`src/rtl/hll_param_regfile.sv`:
```
// hll_param_regfile: AXI4-Lite register file that assembles multi-word
// parameters per channel and hands each finished parameter out on a
// per-channel valid/ready stream. A read port returns status inputs and a
// pending/valid bitmap.
// Optional feature: define HLL_REGFILE_WSTRB_EN to honour wstrb on parameter
// word writes; otherwise the full 32-bit word is always written.
// Debug: dbg_w_state / dbg_r_state expose the write and read FSM states.
`timescale 1ns/1ps

module hll_param_regfile #(
  parameter int NUM_CH     = 2,
  parameter int CH_WORDS   = 3,
  parameter int NUM_STAT   = 2,
  parameter int ADDR_SHIFT = 5
) (
  input  logic                         user_clk,
  input  logic                         user_aresetn,
  // AXI4-Lite write address / data / response
  input  logic [31:0]                  s_axil_awaddr,
  input  logic                         s_axil_awvalid,
  output logic                         s_axil_awready,
  input  logic [31:0]                  s_axil_wdata,
  input  logic [3:0]                   s_axil_wstrb,
  input  logic                         s_axil_wvalid,
  output logic                         s_axil_wready,
  output logic [1:0]                   s_axil_bresp,
  output logic                         s_axil_bvalid,
  input  logic                         s_axil_bready,
  // AXI4-Lite read address / data
  input  logic [31:0]                  s_axil_araddr,
  input  logic                         s_axil_arvalid,
  output logic                         s_axil_arready,
  output logic [31:0]                  s_axil_rdata,
  output logic [1:0]                   s_axil_rresp,
  output logic                         s_axil_rvalid,
  input  logic                         s_axil_rready,
  // Parameter streams
  output logic [NUM_CH-1:0]            m_axis_param_valid,
  input  logic [NUM_CH-1:0]            m_axis_param_ready,
  output logic [NUM_CH*CH_WORDS*32-1:0] m_axis_param_data,
  // Status inputs
  input  logic [NUM_STAT*32-1:0]       stat_in,
  // Debug state visibility
  output logic [1:0]                   dbg_w_state,
  output logic                         dbg_r_state
);

  // Handshake rule for every channel here: a transfer happens on the rising
  // clock edge where valid and ready are both 1; once valid is raised the
  // source holds valid and its payload stable until that edge; ready never
  // depends combinationally on valid.

  localparam int CHW = (NUM_CH   > 1) ? $clog2(NUM_CH)   : 1;
  localparam int WCW = (CH_WORDS > 1) ? $clog2(CH_WORDS) : 1;
  localparam logic [1:0] RESP_OKAY   = 2'b00;
  localparam logic [1:0] RESP_SLVERR = 2'b10;

  typedef enum logic [1:0] {W_IDLE, W_DATA, W_PARAM, W_RESP} w_state_t;
  typedef enum logic {R_IDLE, R_RESP} r_state_t;

  w_state_t w_state, w_next;
  r_state_t r_state, r_next;

  logic              init_done;
  logic [31:0]       idx_q;
  logic [1:0]        bresp_q;
  logic [31:0]       rdata_q;
  logic [1:0]        rresp_q;
  logic [WCW-1:0]    wcnt [NUM_CH];
  logic [31:0]       param_mem [NUM_CH][CH_WORDS];

  logic [CHW-1:0]    ch_sel;
  logic              idx_is_ch;
  logic              wcnt_last;
  logic              aw_hs;
  logic              w_hs;
  logic              ar_hs;
  logic [31:0]       ridx;
  logic [31:0]       rd_data_c;
  logic [1:0]        rd_resp_c;
  logic [7:0]        valid_map;
  logic [7:0]        pend_map;

`ifdef HLL_REGFILE_WSTRB_EN
`else
  logic unused_wstrb;
  assign unused_wstrb = ^s_axil_wstrb;
`endif

  assign ch_sel    = idx_q[CHW-1:0];
  assign idx_is_ch = (idx_q < 32'(NUM_CH));
  assign wcnt_last = (wcnt[ch_sel] == WCW'(CH_WORDS - 1));
  assign aw_hs     = s_axil_awvalid && s_axil_awready;
  assign w_hs      = (w_state == W_DATA) && s_axil_wvalid;
  assign ar_hs     = s_axil_arvalid && s_axil_arready;

  assign s_axil_bresp = bresp_q;
  assign s_axil_rdata = rdata_q;
  assign s_axil_rresp = rresp_q;
  assign dbg_w_state  = w_state;
  assign dbg_r_state  = r_state;

  // Keep both address readies low until the first clock after reset release.
  always_ff @(posedge user_clk or negedge user_aresetn) begin
    if (!user_aresetn) init_done <= 1'b0;
    else               init_done <= 1'b1;
  end

  // Write and read FSM state registers.
  always_ff @(posedge user_clk or negedge user_aresetn) begin
    if (!user_aresetn) begin
      w_state <= W_IDLE;
      r_state <= R_IDLE;
    end else begin
      w_state <= w_next;
      r_state <= r_next;
    end
  end

  // Write FSM next state and handshake outputs; the finished channel's valid
  // is held in W_PARAM and the B response waits until it has been taken.
  always_comb begin
    w_next             = w_state;
    s_axil_awready     = 1'b0;
    s_axil_wready      = 1'b0;
    s_axil_bvalid      = 1'b0;
    m_axis_param_valid = '0;
    case (w_state)
      W_IDLE: begin
        s_axil_awready = init_done;
        if (s_axil_awvalid && init_done) w_next = W_DATA;
      end
      W_DATA: begin
        s_axil_wready = 1'b1;
        if (s_axil_wvalid) w_next = (idx_is_ch && wcnt_last) ? W_PARAM : W_RESP;
      end
      W_PARAM: begin
        m_axis_param_valid[ch_sel] = 1'b1;
        if (m_axis_param_ready[ch_sel]) w_next = W_RESP;
      end
      W_RESP: begin
        s_axil_bvalid = 1'b1;
        if (s_axil_bready) w_next = W_IDLE;
      end
      default: w_next = W_IDLE;
    endcase
  end

  // Write datapath: latch the register index, store parameter words, advance
  // or clear the per-channel word counters and record the B response.
  always_ff @(posedge user_clk or negedge user_aresetn) begin
    if (!user_aresetn) begin
      idx_q   <= '0;
      bresp_q <= RESP_OKAY;
      for (int c = 0; c < NUM_CH; c++) begin
        wcnt[c] <= '0;
        for (int w = 0; w < CH_WORDS; w++) param_mem[c][w] <= '0;
      end
    end else begin
      if (aw_hs) idx_q <= s_axil_awaddr >> ADDR_SHIFT;
      if (w_hs) begin
        if (idx_is_ch) begin
          bresp_q <= RESP_OKAY;
          for (int c = 0; c < NUM_CH; c++) begin
            if (ch_sel == CHW'(c)) begin
              for (int w = 0; w < CH_WORDS; w++) begin
                if (wcnt[c] == WCW'(w)) begin
`ifdef HLL_REGFILE_WSTRB_EN
                  for (int b = 0; b < 4; b++)
                    if (s_axil_wstrb[b]) param_mem[c][w][8*b +: 8] <= s_axil_wdata[8*b +: 8];
`else
                  param_mem[c][w] <= s_axil_wdata;
`endif
                end
              end
              wcnt[c] <= wcnt_last ? '0 : wcnt[c] + WCW'(1);
            end
          end
        end else if (idx_q == 32'h0000_000F) begin
          bresp_q <= RESP_OKAY;
          for (int c = 0; c < NUM_CH; c++) wcnt[c] <= '0;
        end else begin
          bresp_q <= RESP_SLVERR;
        end
      end
    end
  end

  // Flatten stored words: channel c at c*CH_WORDS*32, word 0 lowest.
  always_comb begin
    m_axis_param_data = '0;
    for (int c = 0; c < NUM_CH; c++)
      for (int w = 0; w < CH_WORDS; w++)
        m_axis_param_data[(c*CH_WORDS + w)*32 +: 32] = param_mem[c][w];
  end

  // Status bitmaps: channels with a partly written parameter, and live valids.
  always_comb begin
    valid_map = '0;
    pend_map  = '0;
    for (int c = 0; c < NUM_CH; c++) begin
      valid_map[c] = m_axis_param_valid[c];
      pend_map[c]  = (wcnt[c] != '0);
    end
  end

  // Read decode: bitmap register, status words, or an error pattern.
  always_comb begin
    ridx      = s_axil_araddr >> ADDR_SHIFT;
    rd_data_c = 32'hDEAD_BEEF;
    rd_resp_c = RESP_SLVERR;
    if (ridx == 32'h0000_0008) begin
      rd_data_c = {16'h0000, pend_map, valid_map};
      rd_resp_c = RESP_OKAY;
    end
    for (int s = 0; s < NUM_STAT; s++) begin
      if (ridx == 32'(16 + s)) begin
        rd_data_c = stat_in[s*32 +: 32];
        rd_resp_c = RESP_OKAY;
      end
    end
  end

  // Read FSM next state and handshake outputs.
  always_comb begin
    r_next         = r_state;
    s_axil_arready = 1'b0;
    s_axil_rvalid  = 1'b0;
    case (r_state)
      R_IDLE: begin
        s_axil_arready = init_done;
        if (s_axil_arvalid && init_done) r_next = R_RESP;
      end
      R_RESP: begin
        s_axil_rvalid = 1'b1;
        if (s_axil_rready) r_next = R_IDLE;
      end
      default: r_next = R_IDLE;
    endcase
  end

  // Capture read data and response at the AR handshake.
  always_ff @(posedge user_clk or negedge user_aresetn) begin
    if (!user_aresetn) begin
      rdata_q <= '0;
      rresp_q <= RESP_OKAY;
    end else if (ar_hs) begin
      rdata_q <= rd_data_c;
      rresp_q <= rd_resp_c;
    end
  end

endmodule

```
`config.mk`:
```
export PLATFORM = sky130hd
export DESIGN_NAME = hll_param_regfile
export DESIGN_NICKNAME = d
export VERILOG_FILES = /design/src/rtl/hll_param_regfile.sv
export SDC_FILE = /design/constraint.sdc
export NUM_CORES = 1
export LEC_CHECK = 0
export BUFFER_PORTS_ARGS = -buffer_cell sky130_fd_sc_hd__buf_2
export CAP_MARGIN = 20
export CORE_ASPECT_RATIO = 0.5
export CORE_MARGIN = 2
export CORE_UTILIZATION = 50
export CTS_BUF_LIST = sky130_fd_sc_hd__clkbuf_2 sky130_fd_sc_hd__clkbuf_4 sky130_fd_sc_hd__clkbuf_8
export CTS_CLUSTER_DIAMETER = 40
export DETAILED_ROUTE_END_ITERATION = 8
export GPL_TIMING_DRIVEN = 0
export HOLD_SLACK_MARGIN = 0.1
export PLACE_DENSITY = 0.91
export SETUP_SLACK_MARGIN = 0.05
export SYNTH_ARGS = -nofsm -noshare
export SYNTH_HDL_FRONTEND = slang
export SYNTH_SLANG_ARGS = --single-unit
```
`constraint.sdc`:
```
create_clock -name user_clk -period 3 [get_ports user_clk]
set_input_delay 0.3 -clock user_clk [delete_from_list [all_inputs] [get_ports user_clk]]
set_output_delay 0.3 -clock user_clk [all_outputs]
set_load 0.005 [all_outputs]
```
==> impl_metrics.xml, run 1 <==
<?xml version="1.0" encoding="UTF-8"?>
<metrics>
  <group name="die">
    <metric name="num_rows" unit="">37</metric>
    <metric name="starting_density_of_the_core" unit="">0.5107</metric>
    <metric name="fp.dieW" unit="um">209.1</metric>
    <metric name="die_area" unit="mm2">0.02229</metric>
    <metric name="die_h" unit="um">106.6</metric>
    <metric name="io_pins" unit="">411</metric>
    <metric name="floorplan.core_area" unit="mm2">0.02060</metric>
  </group>
  <group name="synth">
    <metric name="ys_top_cells_by_area" unit="">dfrtp_1 62%, mux2_2 23%, o21ai_0 2.0%</metric>
    <metric name="synth.top_cell.area_share" unit="">0.6208</metric>
    <metric name="synth_seq_area_share" unit="">0.6208</metric>
    <metric name="synth-warning-count" unit="">0</metric>
    <metric name="netlist-cell-type-count" unit="">38</metric>
    <metric name="synthesized_instance_count" unit="">733</metric>
    <metric name="mapped_area" unit="mm2">0.01052</metric>
    <metric name="synth.largest_area_cell" unit="">dfrtp_1</metric>
    <metric name="total_of_flip_flops_plus_latches_after_synthesis" unit="">261</metric>
    <metric name="syn_avg_cell_area" unit="um2">14.35</metric>
  </group>
  <group name="route">
    <metric name="dr.pass1.iters" unit="">5</metric>
    <metric name="antenna_violating_nets_post_route" unit="">0</metric>
    <metric name="post-route-drc-count" unit="">0</metric>
    <metric name="post_detailed_route_wirelength_per_cell" unit="um">20.35</metric>
    <metric name="route.final.wire_length" unit="mm">32.19</metric>
    <metric name="vias_per_cell" unit="">5.386</metric>
    <metric name="initial_drt_markers" unit="">483</metric>
    <metric name="detailroute.via_count" unit="">8521</metric>
  </group>
  <group name="place">
    <metric name="place_ws" unit="ns">0.2631</metric>
    <metric name="place_hpwl" unit="mm">21.95</metric>
    <metric name="globalplace.congestion" unit="">0.9607</metric>
    <metric name="numPortBuffers" unit="">394</metric>
    <metric name="post-place-cells" unit="">1403</metric>
    <metric name="place_area" unit="mm2">0.01290</metric>
  </group>
  <group name="grt">
    <metric name="grt_pass1_vias" unit="">9204</metric>
    <metric name="grt.overflow.total" unit="">0</metric>
    <metric name="most_congested_layer_reported_by_global_routing" unit="">met2</metric>
    <metric name="groute.layer.met1.usage" unit="">0.3566</metric>
    <metric name="maximum_number_of_pins_on_one_net_before_global_route_repair" unit="">119</metric>
    <metric name="antenna_found_initial" unit="">1</metric>
    <metric name="wire_length_of_the_first_global_routing_pass" unit="mm">49.83</metric>
    <metric name="grt_met2_usage" unit="">0.4976</metric>
    <metric name="met3_usage" unit="">0.06005</metric>
    <metric name="global_route.usage.total" unit="">0.2900</metric>
  </group>
  <group name="critical_path">
    <metric name="worst-setup-path-type" unit="">reg -&gt; reg</metric>
    <metric name="worst-endpoint-arrival" unit="ns">3.20</metric>
    <metric name="worstPathMaxFanout" unit="">10</metric>
    <metric name="register_to_register_setup_slack" unit="ns">0.20</metric>
    <metric name="setup.worst_path.start_class" unit="">register</metric>
    <metric name="critPathMaxStageDelay" unit="ns">0.67</metric>
    <metric name="reg2reg_to" unit="">s_axil_rdata[11]</metric>
    <metric name="critical_path_endpoint_category" unit="">register</metric>
    <metric name="startpoint" unit="">dbg_r_state</metric>
    <metric name="required" unit="ns">3.40</metric>
    <metric name="cp_cell_sequence" unit="">nor2b_2 &gt; nand2_1 &gt; or4b_2 &gt; clkbuf_1 &gt; buf_2 &gt; o22ai_1 &gt; a21oi_1 &gt; dlygate4sd3_1</metric>
    <metric name="crit-reg2reg-launch" unit="">dbg_r_state</metric>
    <metric name="reg2reg_depth" unit="">8</metric>
    <metric name="critPathCapture" unit="">s_axil_rdata[11]</metric>
    <metric name="cp_slowest_cell" unit="">or4b_2</metric>
  </group>
  <group name="final_layout">
    <metric name="n_fill_cell" unit="">1365</metric>
    <metric name="areaGrowthSynthToFinish" unit="%">41.34</metric>
    <metric name="final_cell_mix" unit="">396 x buf_2, 261 x dfrtp_1, 212 x mux2_2</metric>
    <metric name="final_cells" unit="">1582</metric>
    <metric name="final_common_cell" unit="">buf_2</metric>
    <metric name="drive_gt1_frac" unit="">0.5367</metric>
    <metric name="stdcell_area" unit="mm2">0.01487</metric>
    <metric name="postLayoutCoreUtil" unit="">0.7218</metric>
    <metric name="finish.net_count" unit="">1468</metric>
  </group>
  <group name="hold_path">
    <metric name="holdPathStages" unit="">3</metric>
    <metric name="holdCritPathClass" unit="">in -&gt; reg</metric>
  </group>
  <group name="sta">
    <metric name="slew_at_the_pin_closest_to_its_max_slew_limit" unit="ns">0.8861</metric>
    <metric name="grt_setup_unrepaired" unit="">no</metric>
    <metric name="layout_min_cycle_time" unit="ns">2.802</metric>
    <metric name="slew-limit-headroom" unit="">0.3940</metric>
    <metric name="hold-worst-slack" unit="ns">0.08827</metric>
    <metric name="report.final.setup_viol" unit="">0</metric>
    <metric name="clock.fmax" unit="GHz">0.3569</metric>
    <metric name="final.period_utilization" unit="">0.9340</metric>
    <metric name="setup_total_negative_slack" unit="ns">0</metric>
    <metric name="fin_worst_skew" unit="ns">0.01877</metric>
    <metric name="final_critical_path_setup_slack" unit="ns">0.1980</metric>
    <metric name="finalMaxSlewViolations" unit="">0</metric>
    <metric name="final_hold_viol_count" unit="">0</metric>
  </group>
  <group name="flow_run">
    <metric name="cap_viol_max_count" unit="">0</metric>
  </group>
  <group name="status">
    <metric name="outcome" unit="">finished clean</metric>
  </group>
  <group name="cts">
    <metric name="latest_clock_arrival_within_the_worst_skew_pair" unit="ns">0.53</metric>
    <metric name="clock_tree.buffer_depth" unit="">3</metric>
    <metric name="clk_root_buffer_cell" unit="">clkbuf_8</metric>
    <metric name="cts_tree" unit="">yes</metric>
    <metric name="cts-buffers-inserted" unit="">39</metric>
    <metric name="count_of_buffers_added_by_post_cts_timing_repair_for_setup" unit="">0</metric>
    <metric name="cts.clk_slew.worst_paths" unit="ns">0.06</metric>
    <metric name="clock_sink_count" unit="">261</metric>
    <metric name="htree_levels" unit="">2</metric>
  </group>
  <group name="pwr">
    <metric name="vdd_drop_max" unit="mV">0.4900</metric>
    <metric name="design_power_total" unit="mW">8.688</metric>
    <metric name="p_leak" unit="nW">7.836</metric>
    <metric name="powerDensity" unit="mW/mm2">584.2</metric>
  </group>
</metrics>
==> cell type report <==
type                       count  area (um2)  share of cell area
multi-input combinational    416        3675              0.2471
buffer                        41       270.3             0.01817
clock buffer                  58       742.0             0.04989
inverter                      14       52.55            0.003534
clock inverter                 6       57.56            0.003870
sequential                   261        6531              0.4392
timing repair buffer         512        3198              0.2151
tap                          273       341.6             0.02297
antenna                        1       2.502           0.0001683
==> worst min path at each step <==
stage | startpoint | end | slack, ns
6_report | stat_in[49] | s_axil_rdata[17] | 0.09
5_1_grt | stat_in[49] | s_axil_rdata[17] | 0.10
4_1_cts | stat_in[18] | s_axil_rdata[18] | 0.10
3_5_place_dp | user_aresetn | m_axis_param_data[22] | 0.28
3_3_place_gp | s_axil_rdata[20] | s_axil_rdata[20] | 0.46
2_1_floorplan | user_aresetn | dbg_r_state | 0.004
==> per-layer routing <==
layer | vias up | routed length (um)
met2 | 361 | 16240
met1 | 4307 | 12910
li1 | 3743 | -
met4 | 0 | 1376
met5 | - | 0
met3 | 110 | 1659
==> sequential cells by signal, indices dropped and copies added, names as in the netlist <==
signal / flops
m_axis_param_data: 192
wcnt: 4
init_done: 1
dbg_w_state: 2
dbg_r_state: 1
idx_q: 27
s_axil_bresp: 1
s_axil_rresp: 1
s_axil_rdata: 32
==> where the power goes <==
| group | internal, mW | switching (mW) |
|---|---|---|
| clock | 1.66 | 1.36 |
| combinational | 0.776 | 0.695 |
| sequential | 3.94 | 0.256 |
==> cell usage after synthesis, drive strengths merged <==
cell type / instances
inv: 14
or4: 1
nand3b: 1
conb: 2
a21boi: 1
nor2: 9
a21oi: 27
and4: 3
mux2: 219
and2: 4
o2bb2ai: 2
o21ai: 41
nand2b: 2
nand2: 18
clkbuf: 18
nor2b: 4
o22ai: 25
nor3: 6
o211ai: 1
ha: 10
nand3: 3
dfrtp: 261
a31oi: 3
o31ai: 1
buf: 25
nand4: 4
a21bo: 1
or4b: 1
and3: 1
a2111oi: 1
or3: 3
nor4: 13
mux2i: 8
==> cell families (layout without fill, tap and decap cells) <==
kind of cell / count (synthesis) / after routing / share of synthesized area
mux: 227 / 227 / 0.2420
compound gates: 103 / 103 / 0.05459
simple gates: 73 / 73 / 0.03865
other cells: 2 / 4 / 0.0007138
flops: 261 / 261 / 0.6208
buf+inv: 57 / 631 / 0.03139
fa+ha+maj: 10 / 10 / 0.01189
==> what timing repair did <==
action	CTS	global route
gates resized for setup	0	3
setup endpoints to repair	0	79
hold buffers	115	1
hold endpoints to repair	316	1
==> worst max-delay path, delay by kind of cell (launching register included) <==
family / cells / cell delay [ns]
AO/OA/AOI/OAI: 2 / 0.21
buffers and inverters: 3 / 1.07
flip-flops: 1 / 0.42
AND/OR/NAND/NOR: 3 / 0.98
No activity file was read; power rests on OpenSTA's default activity.
==> run 2, diff against run 1 <==
Settings changed: SETUP_SLACK_MARGIN 0.05 to 0.4.
==> run 2 against run 1 <==
Die area did not move. Largest cell class unchanged. Global-route usage about the same. Highest routed layer unchanged. Core utilization up 0.22 points. Maximum frequency up 12%. Count of clock-buffer cells in the layout is the same. Hold slack barely moved. Flip-flop and latch count unchanged. Critical path depth unchanged. First-iteration DRC count grew 9.7%. Sequential share of layout area shrank 0.13 points. Final cell count grew 0.25%. Worst setup slack improved by 0.31 ns.
==> impl_metrics.xml, run 2 (synthesis gave the netlist of run 1 again) <==
<?xml version="1.0" encoding="UTF-8"?>
<metrics>
  <group name="status">
    <metric name="outcome" unit="">finished clean</metric>
  </group>
  <group name="pwr">
    <metric name="vdd_drop_max" unit="mV">0.4935</metric>
    <metric name="switching_power" unit="mW">2.322</metric>
    <metric name="powerDensity" unit="mW/mm2">584.6</metric>
    <metric name="seq_power_share" unit="">0.482</metric>
    <metric name="netSwitchingFraction" unit="">0.2662</metric>
    <metric name="p_int" unit="mW">6.399</metric>
    <metric name="clock_power_share" unit="">0.346</metric>
    <metric name="p_leak" unit="nW">7.908</metric>
    <metric name="combPwrFrac" unit="">0.172</metric>
  </group>
  <group name="die">
    <metric name="starting_density_of_the_core" unit="">0.5107</metric>
    <metric name="num_rows" unit="">37</metric>
    <metric name="fp.dieW" unit="um">209.1</metric>
    <metric name="io_pins" unit="">411</metric>
    <metric name="die_h" unit="um">106.6</metric>
    <metric name="die_area" unit="mm2">0.02229</metric>
    <metric name="floorplan.core_area" unit="mm2">0.02060</metric>
  </group>
  <group name="sta">
    <metric name="clock.fmax" unit="GHz">0.4008</metric>
    <metric name="slew-limit-headroom" unit="">0.3882</metric>
    <metric name="grt_setup_unrepaired" unit="">no</metric>
    <metric name="final.period_utilization" unit="">0.8317</metric>
    <metric name="setup_total_negative_slack" unit="ns">0</metric>
    <metric name="final_hold_viol_count" unit="">0</metric>
    <metric name="report.final.setup_viol" unit="">0</metric>
    <metric name="finalMaxSlewViolations" unit="">0</metric>
    <metric name="fin_worst_skew" unit="ns">0.01701</metric>
    <metric name="slew_at_the_pin_closest_to_its_max_slew_limit" unit="ns">0.9108</metric>
    <metric name="layout_min_cycle_time" unit="ns">2.495</metric>
  </group>
  <group name="hold_path">
    <metric name="worstHoldEndpoint" unit="">s_axil_rdata[17]</metric>
    <metric name="holdCritPathClass" unit="">in -&gt; reg</metric>
    <metric name="holdCritStartpoint" unit="">stat_in[49]</metric>
    <metric name="holdPathStages" unit="">3</metric>
  </group>
  <group name="grt">
    <metric name="maximum_number_of_pins_on_one_net_before_global_route_repair" unit="">119</metric>
    <metric name="antenna_found_initial" unit="">0</metric>
    <metric name="grt.overflow.total" unit="">0</metric>
    <metric name="global_route.usage.total" unit="">0.2904</metric>
    <metric name="grt_pass1_vias" unit="">9222</metric>
    <metric name="wire_length_of_the_first_global_routing_pass" unit="mm">49.94</metric>
  </group>
  <group name="critical_path">
    <metric name="register_to_register_setup_slack" unit="ns">0.50</metric>
    <metric name="cp_cell_sequence" unit="">nor4_2 &gt; nand4_1 &gt; buf_4 &gt; nor2_2 &gt; and4_1 &gt; clkbuf_2 &gt; buf_4 &gt; mux2_2</metric>
    <metric name="reg2reg_depth" unit="">8</metric>
    <metric name="required" unit="ns">3.40</metric>
    <metric name="worstPathMaxFanout" unit="">10</metric>
    <metric name="startpoint" unit="">idx_q[16]</metric>
    <metric name="reg2reg_to" unit="">m_axis_param_data[13]</metric>
    <metric name="critPathTopFamily" unit="">simple AND/OR/NAND/NOR gates</metric>
    <metric name="cp_common_cell" unit="">buf_4</metric>
    <metric name="critical_path_endpoint_category" unit="">register</metric>
    <metric name="crit-reg2reg-launch" unit="">idx_q[16]</metric>
    <metric name="setup.worst_path.start_class" unit="">register</metric>
    <metric name="cp_slowest_cell" unit="">dfrtp_1</metric>
    <metric name="worst-endpoint-arrival" unit="ns">2.90</metric>
    <metric name="critPathMaxStageDelay" unit="ns">0.40</metric>
    <metric name="worst-setup-path-type" unit="">reg -&gt; reg</metric>
    <metric name="crit_buf_inv" unit="">3</metric>
  </group>
  <group name="place">
    <metric name="place_hpwl" unit="mm">21.95</metric>
    <metric name="numPortBuffers" unit="">394</metric>
    <metric name="globalplace.congestion" unit="">0.9607</metric>
  </group>
  <group name="route">
    <metric name="initial_drt_markers" unit="">530</metric>
    <metric name="dr.pass1.iters" unit="">5</metric>
    <metric name="vias_per_cell" unit="">5.410</metric>
    <metric name="route.final.wire_length" unit="mm">32.48</metric>
    <metric name="antenna_violating_nets_post_route" unit="">0</metric>
    <metric name="detailroute.via_count" unit="">8581</metric>
    <metric name="post-route-drc-count" unit="">0</metric>
    <metric name="post_detailed_route_wirelength_per_cell" unit="um">20.48</metric>
  </group>
  <group name="cts">
    <metric name="latest_clock_arrival_within_the_worst_skew_pair" unit="ns">0.53</metric>
    <metric name="htree_levels" unit="">2</metric>
    <metric name="clock_sink_count" unit="">261</metric>
    <metric name="cts_tree" unit="">yes</metric>
    <metric name="cts.clk_slew.worst_paths" unit="ns">0.06</metric>
    <metric name="clock_tree.buffer_depth" unit="">3</metric>
    <metric name="cts-buffers-inserted" unit="">39</metric>
    <metric name="clk_root_buffer_cell" unit="">clkbuf_8</metric>
  </group>
  <group name="final_layout">
    <metric name="largest_register_ffs" unit="">192</metric>
    <metric name="areaGrowthSynthToFinish" unit="%">41.77</metric>
    <metric name="finish.net_count" unit="">1473</metric>
    <metric name="final_common_cell" unit="">buf_2</metric>
    <metric name="antenna-diode-count" unit="">0</metric>
    <metric name="drive_gt1_frac" unit="">0.5407</metric>
    <metric name="final_cell_mix" unit="">396 x buf_2, 261 x dfrtp_1, 212 x mux2_2</metric>
    <metric name="postLayoutCoreUtil" unit="">0.7240</metric>
  </group>
  <group name="flow_run">
    <metric name="cap_viol_max_count" unit="">0</metric>
  </group>
</metrics>
## run 2: worst max path at each step
stage / cells past startpoint / slack [ns] / endpoint
floorplan: 7 / 0.90 / m_axis_param_data[76]
global placement: 1 / -2.73 / idx_q[7]
detailed placement: 7 / 0.26 / m_axis_param_data[22]
CTS: 6 / 0.37 / m_axis_param_data[155]
global route: 8 / 0.38 / m_axis_param_data[72]
finish: 8 / 0.50 / m_axis_param_data[13]
## run 2: worst reg2reg max path: stages (launching register included)
cell,delay (ns)
dfrtp_1,0.40
nor4_2,0.36
nand4_1,0.14
buf_4,0.18
nor2_2,0.21
and4_1,0.22
clkbuf_2,0.22
buf_4,0.27
mux2_2,0.37
## run 2: cell type report
class,instances,area (um2)
flip-flops and latches,261,6531
fillers,1359,5685
multi-input cells,416,3689
repair buffers,515,3221
clock buffers,58,742.0
well taps,273,341.6
plain buffers,43,281.5
clock inverters,6,57.56
inverters,14,52.55
## run 2: repair_timing
| item | CTS | global route |
|---|---|---|
| hold endpoints to repair | 316 | 1 |
| resized for setup | 3 | 7 |
| setup buffers | 0 | 3 |
| pin swaps | 0 | 1 |
| setup endpoints to repair | 93 | 187 |
| hold buffers | 115 | 1 |
## run 2: stage by stage
stage | setup WS, ns | hold slack (ns) | power, mW | cell area, um2 | cells
6_report | 0.5049 | 0.08808 | 8.720 | 14920 | 1586
5_1_grt | 0.3833 | 0.1035 | 9.138 | 14920 | 1586
4_1_cts | 0.3721 | 0.1003 | 8.754 | 14860 | 1582
3_5_place_dp | 0.2631 | 0.2812 | 5.614 | 12900 | 1403
3_3_place_gp | -2.725 | 0.4619 | 5.491 | 12840 | 1401
2_1_floorplan | 0.9038 | 0.004409 | 4.893 | 10530 | 734
## run 2: power groups by stage
stage	sequential (mW)	clock, mW	combinational, mW
2_1_floorplan	4.22	0	0.673
3_3_place_gp	4.22	0	1.27
3_5_place_dp	4.25	0	1.36
4_1_cts	4.19	3.07	1.49
5_1_grt	4.25	3.24	1.64
6_report	4.21	3.02	1.50
## run 2: metal layers
metal,routed length (um),global-route usage,vias up,part of all wire
met1,12940,0.3559,4329,0.40
met5,0,0,-,0
met2,16430,0.4995,374,0.51
met4,1396,0.1388,0,0.043
met3,1718,0.06034,119,0.053
li1,-,-,3759,-
